### src/rtl/pdm_capture_pkg.sv
// rtl/pdm_capture_pkg.sv - shared types and constants for the PDM capture sequencer
package pdm_capture_pkg;

    typedef enum logic [1:0] {
        IDLE  = 2'd0,
        RUN   = 2'd1,
        DRAIN = 2'd2
    } state_e;

    localparam logic EDGE_RISE = 1'b0;
    localparam logic EDGE_FALL = 1'b1;

endpackage

### src/rtl/pdm_clk_div.sv
// rtl/pdm_clk_div.sv - programmable PDM bit-clock divider with edge strobes
//
// Ports:
//   clk_i, rst_ni  system clock, async active-low reset
//   en_i           run the divider; low clears counter and forces pdm_clk_o low
//   clkdiv_i       half-period of pdm_clk_o in clk_i cycles, minus 1
//   pdm_clk_o      divided clock (registered)
//   rise_stb_o     high in the cycle whose edge takes pdm_clk_o 0->1
//   fall_stb_o     high in the cycle whose edge takes pdm_clk_o 1->0
module pdm_clk_div #(
    parameter int DIV_W = 16
) (
    input  logic             clk_i,
    input  logic             rst_ni,
    input  logic             en_i,
    input  logic [DIV_W-1:0] clkdiv_i,
    output logic             pdm_clk_o,
    output logic             rise_stb_o,
    output logic             fall_stb_o
);

    logic [DIV_W-1:0] cnt_q, cnt_d;
    logic             pdm_clk_q, pdm_clk_d;
    logic             toggle;

    // Strobes are derived from the registered count only, so they do not
    // depend on en_i; the caller qualifies them with its own run state.
    always_comb begin
        toggle     = (cnt_q == clkdiv_i);
        rise_stb_o = toggle & ~pdm_clk_q;
        fall_stb_o = toggle & pdm_clk_q;
        cnt_d      = toggle ? '0 : cnt_q + DIV_W'(1);
        pdm_clk_d  = pdm_clk_q ^ toggle;
        if (!en_i) begin
            cnt_d     = '0;
            pdm_clk_d = 1'b0;
        end
    end

    always_ff @(posedge clk_i or negedge rst_ni) begin
        if (!rst_ni) begin
            cnt_q     <= '0;
            pdm_clk_q <= 1'b0;
        end else begin
            cnt_q     <= cnt_d;
            pdm_clk_q <= pdm_clk_d;
        end
    end

    assign pdm_clk_o = pdm_clk_q;

endmodule

### src/rtl/pdm_capture_ctrl.sv
// rtl/pdm_capture_ctrl.sv - PDM microphone capture sequencer with word packing
//
// Ports:
//   clk_i, rst_ni        system clock, async active-low reset
//   start_i, stop_i      single-cycle capture start / abort requests
//   clkdiv_i             pdm_clk_o half-period minus 1 (latched on start)
//   sample_edge_i        0 = sample on rising, 1 = on falling pdm_clk_o (latched)
//   num_words_i          words to capture, 0 = continuous (latched)
//   pdm_clk_o            PDM bit clock to the microphone
//   pdm_data_i           PDM bit stream, synchronous to clk_i
//   word_o/word_valid_o/word_ready_i  packed word output, valid/ready
//   busy_o               capture in progress
//   done_o               one-cycle pulse on return to idle
//   overflow_o           sticky: a completed word was dropped
module pdm_capture_ctrl
    import pdm_capture_pkg::*;
#(
    parameter int DIV_W  = 16,
    parameter int WORD_W = 32,
    parameter int CNT_W  = 16
) (
    input  logic              clk_i,
    input  logic              rst_ni,
    input  logic              start_i,
    input  logic              stop_i,
    input  logic [DIV_W-1:0]  clkdiv_i,
    input  logic              sample_edge_i,
    input  logic [CNT_W-1:0]  num_words_i,
    output logic              pdm_clk_o,
    input  logic              pdm_data_i,
    output logic [WORD_W-1:0] word_o,
    output logic              word_valid_o,
    input  logic              word_ready_i,
    output logic              busy_o,
    output logic              done_o,
    output logic              overflow_o
);

    localparam int BIT_W = $clog2(WORD_W);

    state_e            state_q, state_d;
    logic [DIV_W-1:0]  clkdiv_q, clkdiv_d;
    logic              edge_q, edge_d;
    logic [CNT_W-1:0]  num_q, num_d;
    logic [CNT_W-1:0]  wcnt_q, wcnt_d;
    logic [BIT_W-1:0]  bcnt_q, bcnt_d;
    logic [WORD_W-1:0] shreg_q, shreg_d;
    logic [WORD_W-1:0] word_q, word_d;
    logic              valid_q, valid_d;
    logic              ovf_q, ovf_d;
    logic              done_q, done_d;

    logic              div_en, rise_stb, fall_stb;
    logic              samp, word_done, last_word, out_free;
    logic [WORD_W-1:0] next_shreg;

    pdm_clk_div #(.DIV_W(DIV_W)) u_clk_div (
        .clk_i      (clk_i),
        .rst_ni     (rst_ni),
        .en_i       (div_en),
        .clkdiv_i   (clkdiv_q),
        .pdm_clk_o  (pdm_clk_o),
        .rise_stb_o (rise_stb),
        .fall_stb_o (fall_stb)
    );

    always_comb begin
        state_d  = state_q;
        clkdiv_d = clkdiv_q;
        edge_d   = edge_q;
        num_d    = num_q;
        wcnt_d   = wcnt_q;
        bcnt_d   = bcnt_q;
        shreg_d  = shreg_q;
        word_d   = word_q;
        valid_d  = valid_q;
        ovf_d    = ovf_q;
        done_d   = 1'b0;

        samp       = (state_q == RUN) && ((edge_q == EDGE_FALL) ? fall_stb : rise_stb);
        next_shreg = {shreg_q[WORD_W-2:0], pdm_data_i};
        word_done  = samp && (bcnt_q == BIT_W'(WORD_W - 1));
        last_word  = word_done && (num_q != '0) && (wcnt_q == num_q - CNT_W'(1));
        out_free   = !valid_q || word_ready_i;
        // Dropping enable in the cycle RUN is left makes pdm_clk_o low
        // exactly on entry to DRAIN rather than one cycle later.
        div_en     = (state_q == RUN) && !(stop_i || last_word);

        if (valid_q && word_ready_i) begin
            valid_d = 1'b0;
        end

        case (state_q)
            IDLE: begin
                if (start_i) begin
                    state_d  = RUN;
                    clkdiv_d = clkdiv_i;
                    edge_d   = sample_edge_i;
                    num_d    = num_words_i;
                    wcnt_d   = '0;
                    bcnt_d   = '0;
                    shreg_d  = '0;
                    ovf_d    = 1'b0;
                end
            end
            RUN: begin
                if (samp) begin
                    shreg_d = next_shreg;
                    bcnt_d  = word_done ? '0 : bcnt_q + BIT_W'(1);
                end
                if (word_done) begin
                    if (wcnt_q != '1) begin
                        wcnt_d = wcnt_q + CNT_W'(1);
                    end
                    if (out_free) begin
                        word_d  = next_shreg;
                        valid_d = 1'b1;
                    end else begin
                        ovf_d = 1'b1;
                    end
                end
                if (stop_i || last_word) begin
                    state_d = DRAIN;
                end
            end
            DRAIN: begin
                if (out_free) begin
                    state_d = IDLE;
                    done_d  = 1'b1;
                end
            end
            default: state_d = IDLE;
        endcase
    end

    always_ff @(posedge clk_i or negedge rst_ni) begin
        if (!rst_ni) begin
            state_q  <= IDLE;
            clkdiv_q <= '0;
            edge_q   <= 1'b0;
            num_q    <= '0;
            wcnt_q   <= '0;
            bcnt_q   <= '0;
            shreg_q  <= '0;
            word_q   <= '0;
            valid_q  <= 1'b0;
            ovf_q    <= 1'b0;
            done_q   <= 1'b0;
        end else begin
            state_q  <= state_d;
            clkdiv_q <= clkdiv_d;
            edge_q   <= edge_d;
            num_q    <= num_d;
            wcnt_q   <= wcnt_d;
            bcnt_q   <= bcnt_d;
            shreg_q  <= shreg_d;
            word_q   <= word_d;
            valid_q  <= valid_d;
            ovf_q    <= ovf_d;
            done_q   <= done_d;
        end
    end

    assign word_o       = word_q;
    assign word_valid_o = valid_q;
    assign busy_o       = (state_q != IDLE);
    assign done_o       = done_q;
    assign overflow_o   = ovf_q;

endmodule

### config.mk
export PLATFORM = sky130hd
export DESIGN_NAME = pdm_capture_ctrl
export DESIGN_NICKNAME = d
export VERILOG_FILES = /design/src/rtl/pdm_capture_pkg.sv /design/src/rtl/pdm_clk_div.sv /design/src/rtl/pdm_capture_ctrl.sv
export SDC_FILE = /design/constraint.sdc
export NUM_CORES = 1
export LEC_CHECK = 0
export CORE_AREA = 2 2 138 140
export DETAILED_ROUTE_END_ITERATION = 12
export DIE_AREA = 0 0 140 142
export HOLD_SLACK_MARGIN = 0.15
export PLACE_DENSITY = 0.6
export SLEW_MARGIN = 25
export SYNTH_ARGS = -nofsm -noshare
export SYNTH_HDL_FRONTEND = slang
export SYNTH_SLANG_ARGS = --single-unit
### constraint.sdc
create_clock -name clk_i -period 2.4 [get_ports clk_i]
set_clock_uncertainty 0.05 [all_clocks]
set_input_delay 0.36 -clock clk_i [delete_from_list [all_inputs] [get_ports clk_i]]
set_output_delay 0.36 -clock clk_i [all_outputs]
set_load 0.1 [all_outputs]
=== Yosys cells after proc, flatten, opt, wreduce, memory -nomap -nowiden ===
Index checks and enable logic that the tools add are counted.
W data, S select, Z words.

* Logic and storage cells: 83
* Input bits: 39
* Register bits: 139
* Output and inout port bits: 37

* Mux-type cells: 29
* Reductions and logical operators: 20
* Add/subtract/negate cells: 4
* Bitwise operators: 4
* Equal/unequal tests: 13

{| class="wikitable"
|+ Operator list
! kind !! number
|-
| $mux W16 || 5
|-
| $mux W31 || 2
|-
| $pmux W31 S2 || 1
|-
| $add A16 B1 Y16 const B || 2
|-
| $eq A16 B16 Y1 || 2
|-
| $pmux W16 S2 || 1
|-
| $ne A16 B16 Y1 const B || 1
|-
| $reduce_bool A16 Y1 || 1
|-
| $sub A16 B1 Y16 const B || 1
|-
| $mux W5 || 3
|-
| $mux W1 || 11
|-
| $ne A2 B2 Y1 const B || 5
|-
| $pmux W5 S2 || 1
|-
| $reduce_and A3 Y1 || 3
|-
| $reduce_and A4 Y1 || 2
|-
| $logic_and A1 B1 Y1 || 6
|-
| $mux W2 || 3
|-
| $pmux W2 S3 || 1
|-
| $add A5 B1 Y5 const B || 1
|-
| $eq A5 B5 Y1 const B || 1
|-
| $ne A2 B1 Y1 const B || 2
|-
| $reduce_bool A2 Y1 || 2
|-
| $and A1 B1 Y1 || 2
|-
| $eq A2 B1 Y1 const B || 1
|-
| other kinds (8) || 10
|}

=== Depth between registers and ports, before layout ===
Gate-level depths: netlist of run 1.

* Depth after elaboration: 11
* Mapped depth: 9
* Depth with buffers taken out: 9

=== Cells and area by module ===
Synthesis of run 1 repeated with hierarchy kept, for this count alone.

* Cell total of the unflattened synthesis: 610
* Area total of the unflattened synthesis: 6575.1 um2

{| class="wikitable"
|+ Modules (own cells, without submodules)
! module !! seq. area each (um2) !! instances !! cells an instance !! area each (um2)
|-
| pdm_capture_ctrl || 3052.9 || 1 || 507 || 5559.1
|-
| pdm_clk_div || 425.4 || 1 || 103 || 1016.0
|}

=== Worst setup path before layout of run 1 ===
No wires, ideal clock.

* Kind: register -> register
* From: register u_clk_div.pdm_clk_q, in the netlist u_clk_div.pdm_clk_o
* To: register word_q[10], in the netlist word_o[10]
* Data required time: 2.225 ns
* Stages on the path, launching flop included: 6
* Path buffers: 1
* Data arrival time: 2.217 ns
* Path slack: 0.008 ns
* Setup time: 0.125 ns
* Clock period less this slack: 2.392 ns
* Cell sequence: dfrtp_1 > xnor2_1 > nand2_1 > nor4_4 > buf_6 > mux2_2

* Cells in the longest elaborated chain, start to end: 6
* Elaborated cells between the ends (all ways): 7
* Classes of those cells: mux: 1; bitwise: 3; reduce/logical: 3

{| class="wikitable"
|+ Ends and longest elaborated chain
! element !! line !! text
|-
| from (decl) || pdm_clk_div.sv:23 || <nowiki>logic pdm_clk_q, pdm_clk_d;</nowiki>
|-
| from (signal assigned) || pdm_clk_div.sv:46 || <nowiki>pdm_clk_q <= pdm_clk_d;</nowiki>
|-
| $not A1 Y1 || pdm_clk_div.sv:30 || <nowiki>rise_stb_o = toggle & ~pdm_clk_q;</nowiki>
|-
| $and A1 B1 Y1 || pdm_clk_div.sv:30 ||
|-
| $mux W1 * || pdm_capture_ctrl.sv:80 || <nowiki>samp = (state_q == RUN) && ((edge_q == EDGE_FALL) ? fall_stb : rise_stb);</nowiki>
|-
| $logic_and A1 B1 Y1 * || pdm_capture_ctrl.sv:80 ||
|-
| $logic_and A1 B1 Y1 * || pdm_capture_ctrl.sv:82 || <nowiki>word_done = samp && (bcnt_q == BIT_W'(WORD_W - 1));</nowiki>
|-
| $reduce_and A3 Y1 (no source line) * || n/a ||
|-
| to (signal assigned) || pdm_capture_ctrl.sv:157 || <nowiki>word_q <= word_d;</nowiki>
|-
| to (decl) || pdm_capture_ctrl.sv:48 || <nowiki>logic [WORD_W-1:0] word_q, word_d;</nowiki>
|}

Every way passes the cells marked *; elsewhere a longest branch is shown, timed or not.
A chain may end at the register's enable or synchronous reset.

=== Final worst setup path of run 1 ===
* From: register num_q[1]
* To: register state_q[0]

* Cells in the longest elaborated chain, start to end: 6
* Elaborated cells between the ends (all ways): 8
* Classes of those cells: add/sub: 1; eq/ne: 2; reduce/logical: 5

{| class="wikitable"
|+ Ends and longest elaborated chain
! element !! line !! text
|-
| from (decl) || pdm_capture_ctrl.sv:44 || <nowiki>logic [CNT_W-1:0] num_q, num_d;</nowiki>
|-
| from (signal assigned) || pdm_capture_ctrl.sv:153 || <nowiki>num_q <= num_d;</nowiki>
|-
| $sub A16 B1 Y16 or $reduce_bool A16 Y1 (tied branches) || pdm_capture_ctrl.sv:83 || <nowiki>last_word = word_done && (num_q != '0) && (wcnt_q == num_q - CNT_W'(1));</nowiki>
|-
| $eq A16 B16 Y1 or $logic_and A1 B1 Y1 (tied branches) || pdm_capture_ctrl.sv:83 ||
|-
| $logic_and A1 B1 Y1 * || pdm_capture_ctrl.sv:83 ||
|-
| $logic_or A1 B1 Y1 * || pdm_capture_ctrl.sv:122 || <nowiki>if (stop_i || last_word) begin</nowiki>
|-
| $ne A2 B1 Y1 (no source line) * || n/a ||
|-
| $reduce_and A3 Y1 (no source line) * || n/a ||
|-
| to (signal assigned) || pdm_capture_ctrl.sv:150 || <nowiki>state_q <= state_d;</nowiki>
|-
| to (decl) || pdm_capture_ctrl.sv:41 || <nowiki>state_e state_q, state_d;</nowiki>
|}

Marked as above.

==> metrics, run 1 <==
outcome complete, but fails checks; failing checks DRC; critical path's slowest cell or4b_4; number of cells on the worst hold path 3; average wire per standard cell 14.6 um; height of the die 142 um; detailed-router iteration count before antenna repair 10; total global routing overflow 0; Core Box Area 18,500 sq um; final sum of negative setup slack 0 ns; met3 wire length 513 um; I/O pin cnt 76; path class of the lowest-slack min-delay path input pin to flop; fraction of power consumed by the clock network 35.9%; detailed-placement wirelength estimate 9570 um; DRC 3; Detailed Route Iter0 Violations 312; nature of the critical path startpoint flop; number of maximum-capacitance constraint violations 0; number of enable flip-flop cells after synthesis 0; area growth from synthesis to layout 32.7%; pwr dens 872 nW/um^2; final period utilization 97.0%; Post-Syn Instances 653; Min Hold Slack 0.412 ns; FF-to-FF End state_q[0]; number of library cell types mapped by synthesis 49; slew at the pin closest to its max-slew limit 0.516 ns; antenna diode instance count 0; highest routed layer met4; Detail Route Antenna Nets 0; Row Count 50; proportion of register bits with asynchronous set or reset after synthesis 100%; worst rel slew slack 65.5%; arrival time worst endpoint 2.57 ns; XOR/XNOR share of the synthesized area 8.66%; dominant register cell in the synthesized netlist dfrtp_1; count of final setup violators 0; Via-to-Cell Ratio 4.80; proportion of power drawn by combinational gates 24.9%; Core Util, Final 46.5%; Max Root-Sink Buffers 2; clk slew on worst S/H paths 0.06 ns; worst r2r src num_q[1]; sum of met2 wire segment lengths after detailed routing 7170 um; net switching share of the total power 33.1%; average size of a mapped cell 9.91 sq um; Max stage delay on crit path 0.49 ns; clock sink count 139; total number of H-tree levels 4; Post-Synth Adder-Cell Area 1.16%; count of buffers inserted at the top-level ports 75; post-synthesis register bit count 139; net count of the mapped netlist 698; detailed-route via count 4,891; Post-Place Cells 974; critical path peak fanout 3; Peak Freq 0.429 GHz; effective utilization at floorplan 35.1%; TritonCTS clock tree built; cell-by-cell trace of the critical path inv_2, ha_4, nor3b_4, a21oi_1, or4b_4, a311oi_2, nand4_1, o31ai_2, nand2_1; final design instance area without fill 8580 sq um; combined global-route utilization of all metal layers 15.6%; Leak 4.03 nW; Post-Layout Cell Count 1,018; Hold Vio Cnt, Final 0; kind of critical path flop to flop; fillcell total 1,711; sequential power share 39.2%; number of antenna violations at the first check in global routing 0; dominant combinational cell family by area after synthesis simple AND/OR/NAND/NOR gates; wire length of the first global-routing pass 24,500 um; final number of max-transition violations 0; later-pin clock latency in the skew report 0.42 ns; total internal power 5.01 mW; sequential area share after synthesis 53.8%; GPL Wtd Cong 0.823; area of the die 19,900 sq um; Hold Startpoint num_words_i[11]; Crit. End Element flop; family of cells with the greatest summed delay on the critical path simple AND/OR/NAND/NOR gates; synthesized-area fraction occupied by ao, oa, aoi and oai cells 6.01%; Worst Reg2Reg Path Length in Cells 9; share of synthesized area spent on multiplexers 5.90%; CTS Root Cell clkbuf_16; Max VDD drop 0.492 mV; yosys synthesis warning count 0; TritonCTS buffer count 17; fraction of layout instances using a drive strength above 1 24.4%; Min-Delay Endpoint num_q[11]; number of global-route vias before repair 4,820; post-synthesis instance area 6470 sq um; Period minus WS final 2.33 ns; setup repair after global routing missed its margin yes; cell area after placement 7670 sq um; register-to-register setup slack 0.07 ns; WL final 14,900 um; total net switching power 2.48 mW; pin count of the biggest net entering global routing 68; Metal-1 WL 7010 um; number of buffer and inverter instances along the worst setup path 1; Horiz. Die Dim 140 um; synthesized-area fraction occupied by and/or/nand/nor cells 21.9%; required time at the endpoint of the critical path 2.64 ns; Final nets 816
[power groups by stage]
| stage | clock [mW] | sequential (mW) | combinational [mW] |
|---|---|---|---|
| 6_report | 2.68 | 2.93 | 1.86 |
| 3_3_place_gp | 0 | 2.96 | 1.63 |
| 3_5_place_dp | 0 | 2.97 | 1.64 |
| 5_1_grt | 2.86 | 2.98 | 2.07 |
| 2_1_floorplan | 0 | 2.92 | 1.08 |
| 4_1_cts | 2.75 | 2.93 | 1.75 |
[what timing repair did]
| item | in CTS | in global routing |
|---|---|---|
| gates resized for setup | 15 | 23 |
| cloned | 3 | 2 |
| buffers inserted | 6 | 2 |
| endpoints found under the setup margin | 40 | 54 |
| pin swaps | 6 | 11 |
| hold endpoints to repair | 53 | 0 |
| hold buffers | 1 | 0 |
[registers in the layout (all words and copies together), names as in the netlist]
signal,count
num_q,16
wcnt_q,16
state_q,2
u_clk_div.pdm_clk_o,1
done_o,1
overflow_o,1
shreg_q,31
bcnt_q,5
clkdiv_q,16
u_clk_div.cnt_q,16
edge_q,1
word_o,32
word_valid_o,1
[worst max-delay path by stage]
stage                 end  slack [ns]           startpoint  cells past startpoint
5_1_grt        state_q[0]       -0.08             num_q[0]                      9
4_1_cts        word_o[14]       -0.02         clkdiv_q[14]                      8
6_report       state_q[0]        0.07             num_q[1]                      9
3_5_place_dp   state_q[0]       -0.08             num_q[1]                      9
2_1_floorplan  word_o[10]       0.008  u_clk_div.pdm_clk_o                      5
3_3_place_gp   word_o[27]       -0.06          clkdiv_q[2]                      7
[routing by layer]
metal  up-vias  GRT usage, %
met5         -             0
met4         0          5.26
met3        16          3.43
met2        76          25.0
met1      2364          21.2
li1       2435             -
[worst register-to-register path, delay by kind of cell (launching register included)]
kind | cells | cell delay [ns]
and+or+nand+nor | 4 | 0.95
adders and majority gates | 1 | 0.13
DFF | 1 | 0.39
buffers and inverters | 1 | 0.08
AOI/OAI and AO/OA | 3 | 0.60
[per-stage QoR]
stage | power, mW | setup WS (ns)
2_1_floorplan | 4.00 | 0.00766
3_3_place_gp | 4.59 | -0.0632
3_5_place_dp | 4.61 | -0.0836
4_1_cts | 7.43 | -0.0214
5_1_grt | 7.91 | -0.0834
6_report | 7.48 | 0.0709
[logic make-up after synthesis]
group	Yosys count
AND/OR/NAND/NOR	310
flip-flops	139
AO/OA/AOI/OAI	64
XOR/XNOR	64
buffers and inverters	36
multiplexers	34
adder cells (fa/ha/maj)	6
[layout by cell type (no fill, tap or decap), types with 12 or more instances in the layout]
cell               n
xor2_1            45
buf_4             79
nand3_1           19
and3_1            12
nor2_1            43
clkdlybuf4s50_1   37
clkbuf_16         18
dfrtp_1          139
o21ai_0           40
mux2_2            32
nand4_1           12
xnor2_1           19
nand2_1          175
[synthesized netlist by cell type, drive strengths merged, types with 2 or more instances]
cell type  instances  area (sq um)
o31ai              5          47.5
nand3b             2          15.0
o21ai             42           210
and4               2          17.5
nor3b              2          26.3
nor4               8          65.1
buf                6          57.6
inv                5          18.8
nand4             13          87.6
a31oi              3          18.8
a21oi              2          10.0
mux2              33           372
nand4b             4          35.0
nand3             19          95.1
nor2b              4          25.0
and3              12          75.1
clkbuf            25          93.8
dfrtp            139          3480
nand2            177           664
or2                4          25.0
nand2b             2          12.5
nor3               9          50.1
xnor2             19           166
o21a               2          15.0
xor2              45           394
nor2              45           169
ha                 6          75.1
and2               3          18.8
a22o               3          26.3
[area by class of cell]
type | count | area, sq um | area share, %
flip-flops and latches | 139 | 3480 | 40.5
multi-input cells | 478 | 2980 | 34.7
repair buffers | 130 | 1210 | 14.1
clock buffers | 17 | 425 | 4.96
well taps | 234 | 293 | 3.41
clock inverters | 15 | 179 | 2.08
inverters | 5 | 18.8 | 0.219
Power figures use the tool's default switching activity.
==> run 2, diff against run 1 <==
Settings changed: CAP_MARGIN set to 20.
==> results of run 2 <==
No change in the layout: final DEF, timing and power equal those of run 1.
==> run 3, diff against run 2 <==
Settings changed: RECOVER_POWER set to 50.
==> run 3 against run 2 <==
Effect of this change: the flow still finishes with violations (DRC); combinational power barely moved; sequential power barely moved; first-iteration DRC count rose by 0.32%; register-to-register slack barely moved; sequential share of layout area rose by 0.22 points; wire length fell by 0.46%; non-clock buffer count did not move; cell count did not move; die area did not move; final area fell by 0.54%; sequential cell count did not move; critical endpoint is now word_o[14]; largest power group unchanged; highest routed layer unchanged.
==> metrics, run 3 (synthesis results as in run 1) <==
critical path peak fanout 8 (+5); crit path setup slack, layout 0.0669 ns (-0.00407 ns); combined global-route utilization of all metal layers 15.6% (unchanged); setup repair after global routing missed its margin yes; Max Root-Sink Buffers 2 (unchanged); layer with the highest usage met2; pwr dens 874 nW/um^2 (+0.26%); GPL Wtd Cong 0.823 (unchanged); clock sink count 139 (unchanged); detailed-route via count 4,907 (+0.33%); failing checks DRC; area of the die 19,900 sq um (unchanged); count of final setup violators 0 (unchanged); most common library cell in the layout ignoring fill and taps nand2_1; Horiz. Die Dim 140 um (unchanged); total internal power 5.00 mW (-0.22%); Row Count 50 (unchanged); detailed-placement wirelength estimate 9570 um (unchanged); number of maximum-capacitance constraint violations 0 (unchanged); proportion of power drawn by combinational gates 24.8% (about the same); number of global-route vias before repair 4,820 (unchanged); Detail Route Antenna Nets 0 (unchanged); clk slew on worst S/H paths 0.06 ns (about the same); count of buffers inserted at the top-level ports 75 (unchanged); DRC 3 (unchanged); total power of the final layout 7.46 mW (-0.28%); worst rel slew slack 11.4% (-54 points); total net switching power 2.47 mW (-0.40%); Detailed Route Iter0 Violations 313 (+0.32%); pin count of the biggest net entering global routing 68 (unchanged); TritonCTS clock tree built; number of antenna violations at the first check in global routing 0 (unchanged); net switching share of the total power 33.0% (-0.040 points); met1 usage 21.2% (unchanged); total global routing overflow 0 (unchanged); detailed-router iteration count before antenna repair 10 (unchanged); final number of max-transition violations 0 (unchanged); CTS Root Cell clkbuf_16; path class of the lowest-slack min-delay path input pin to flop; arrival time worst endpoint 2.59 ns (+0.02 ns); total number of H-tree levels 4 (unchanged); nature of the critical path startpoint flop; I/O pin cnt 76 (unchanged); height of the die 142 um (unchanged); slew at the pin closest to its max-slew limit 1.33 ns (+0.813 ns); fraction of layout instances using a drive strength above 1 23.9% (-0.51 points); commonest non-fill, non-tap cells in the layout nand2_1 (175), dfrtp_1 (139), buf_4 (77); outcome complete, but fails checks; kind of critical path flop to flop; later-pin clock latency in the skew report 0.42 ns (about the same); post-place setup slack -0.0836 ns (unchanged); final design instance area without fill 8540 sq um (-0.54%); average wire per standard cell 14.6 um (-0.46%); WL final 14,800 um (-0.46%); Hold Vio Cnt, Final 0 (unchanged); Max VDD drop 0.490 mV (-0.36%); Core Util, Final 46.3% (-0.25 points); Crit. End Element flop; antenna diode instance count 0 (unchanged); Period minus WS final 2.33 ns (+0.00407 ns); Core Box Area 18,500 sq um (unchanged); required time at the endpoint of the critical path 2.66 ns (+0.02 ns); sequential power share 39.3% (about the same); met3 routing resource usage after global routing 3.43% (unchanged); area growth from synthesis to layout 32.0%; Via-to-Cell Ratio 4.82 (+0.33%); wire length of the first global-routing pass 24,500 um (unchanged); Leak 4.00 nW (-0.67%); number of flip-flops in the largest register 32 (unchanged); fraction of power consumed by the clock network 35.9% (about the same); TritonCTS buffer count 17 (unchanged); global routing met2 resource utilization 25.0% (unchanged); final period utilization 97.2% (+0.17 points); effective utilization at floorplan 35.1% (unchanged); Peak Freq 0.429 GHz (-0.17%); cell area after placement 7670 sq um (unchanged); Final nets 816 (unchanged)
-- run 3: what timing repair did --
action,CTS,global route
gates resized for setup,15,23
hold buffers,1,0
gates cloned,3,2
setup buffers,6,2
pin swaps,6,11
setup endpoints to repair,40,54
endpoints found under the hold margin,53,0
-- run 3: per-layer routing --
layer	routed length (um)	part of all wire, %	up-vias
li1	-	-	2432
met1	6870	46	2377
met2	7220	49	84
met3	554	3.7	14
met4	177	1.2	0
met5	0	0	-
-- run 3: critical path, stage by stage (launching register included) --
cell and delay (ns):
dfrtp_1 0.39, xor2_1 0.18, nor4_2 0.35, buf_4 0.18
nand4_4 0.14, nor4_4 0.20, buf_4 0.17, buf_12 0.10
buf_16 0.13, mux2_2 0.33
-- run 3: worst paths after layout --
kind / startpoint / to / slack (ns) / depth (start not counted)
setup reg to reg: u_clk_div.cnt_q[2] / word_o[14] / 0.07 / 9
min in group asynchronous: rst_ni / shreg_q[5] / 0.74 / 2
hold reg to reg: bcnt_q[3] / bcnt_q[3] / 0.44 / 1
hold / removal: num_words_i[11] / num_q[11] / 0.41 / 3
max in group asynchronous: rst_ni / state_q[1] / 0.28 / 3
setup / recovery: u_clk_div.cnt_q[2] / word_o[14] / 0.07 / 9
-- run 3: through the flow --
| stage | std cells | setup TNS [ns] | hold WS, ns |
|---|---|---|---|
| 2_1_floorplan | 653 | 0 | 0.0144 |
| 3_5_place_dp | 974 | -1.46 | 0.308 |
| 6_report | 1018 | 0 | 0.413 |
| 4_1_cts | 1015 | -0.141 | 0.394 |
| 5_1_grt | 1018 | -1.85 | 0.412 |
| 3_3_place_gp | 974 | -2.10 | 0.311 |
-- run 3: final cells by class --
type / count / area [sq um]
timing repair buffer: 130 / 1170
fill: 1719 / 9920
tap: 234 / 293
clock buffer: 17 / 425
sequential: 139 / 3480
inverter: 5 / 18.8
clock inverter: 15 / 179
multi-input combinational: 478 / 2980
-- run 3: power by group through the flow --
stage	Combinational (mW)	Sequential [mW]	Clock [mW]
CTS	1.75	2.93	2.75
global placement	1.63	2.96	0
detailed placement	1.64	2.97	0
global route	2.06	2.98	2.86
finish	1.85	2.94	2.68
floorplan	1.08	2.92	0
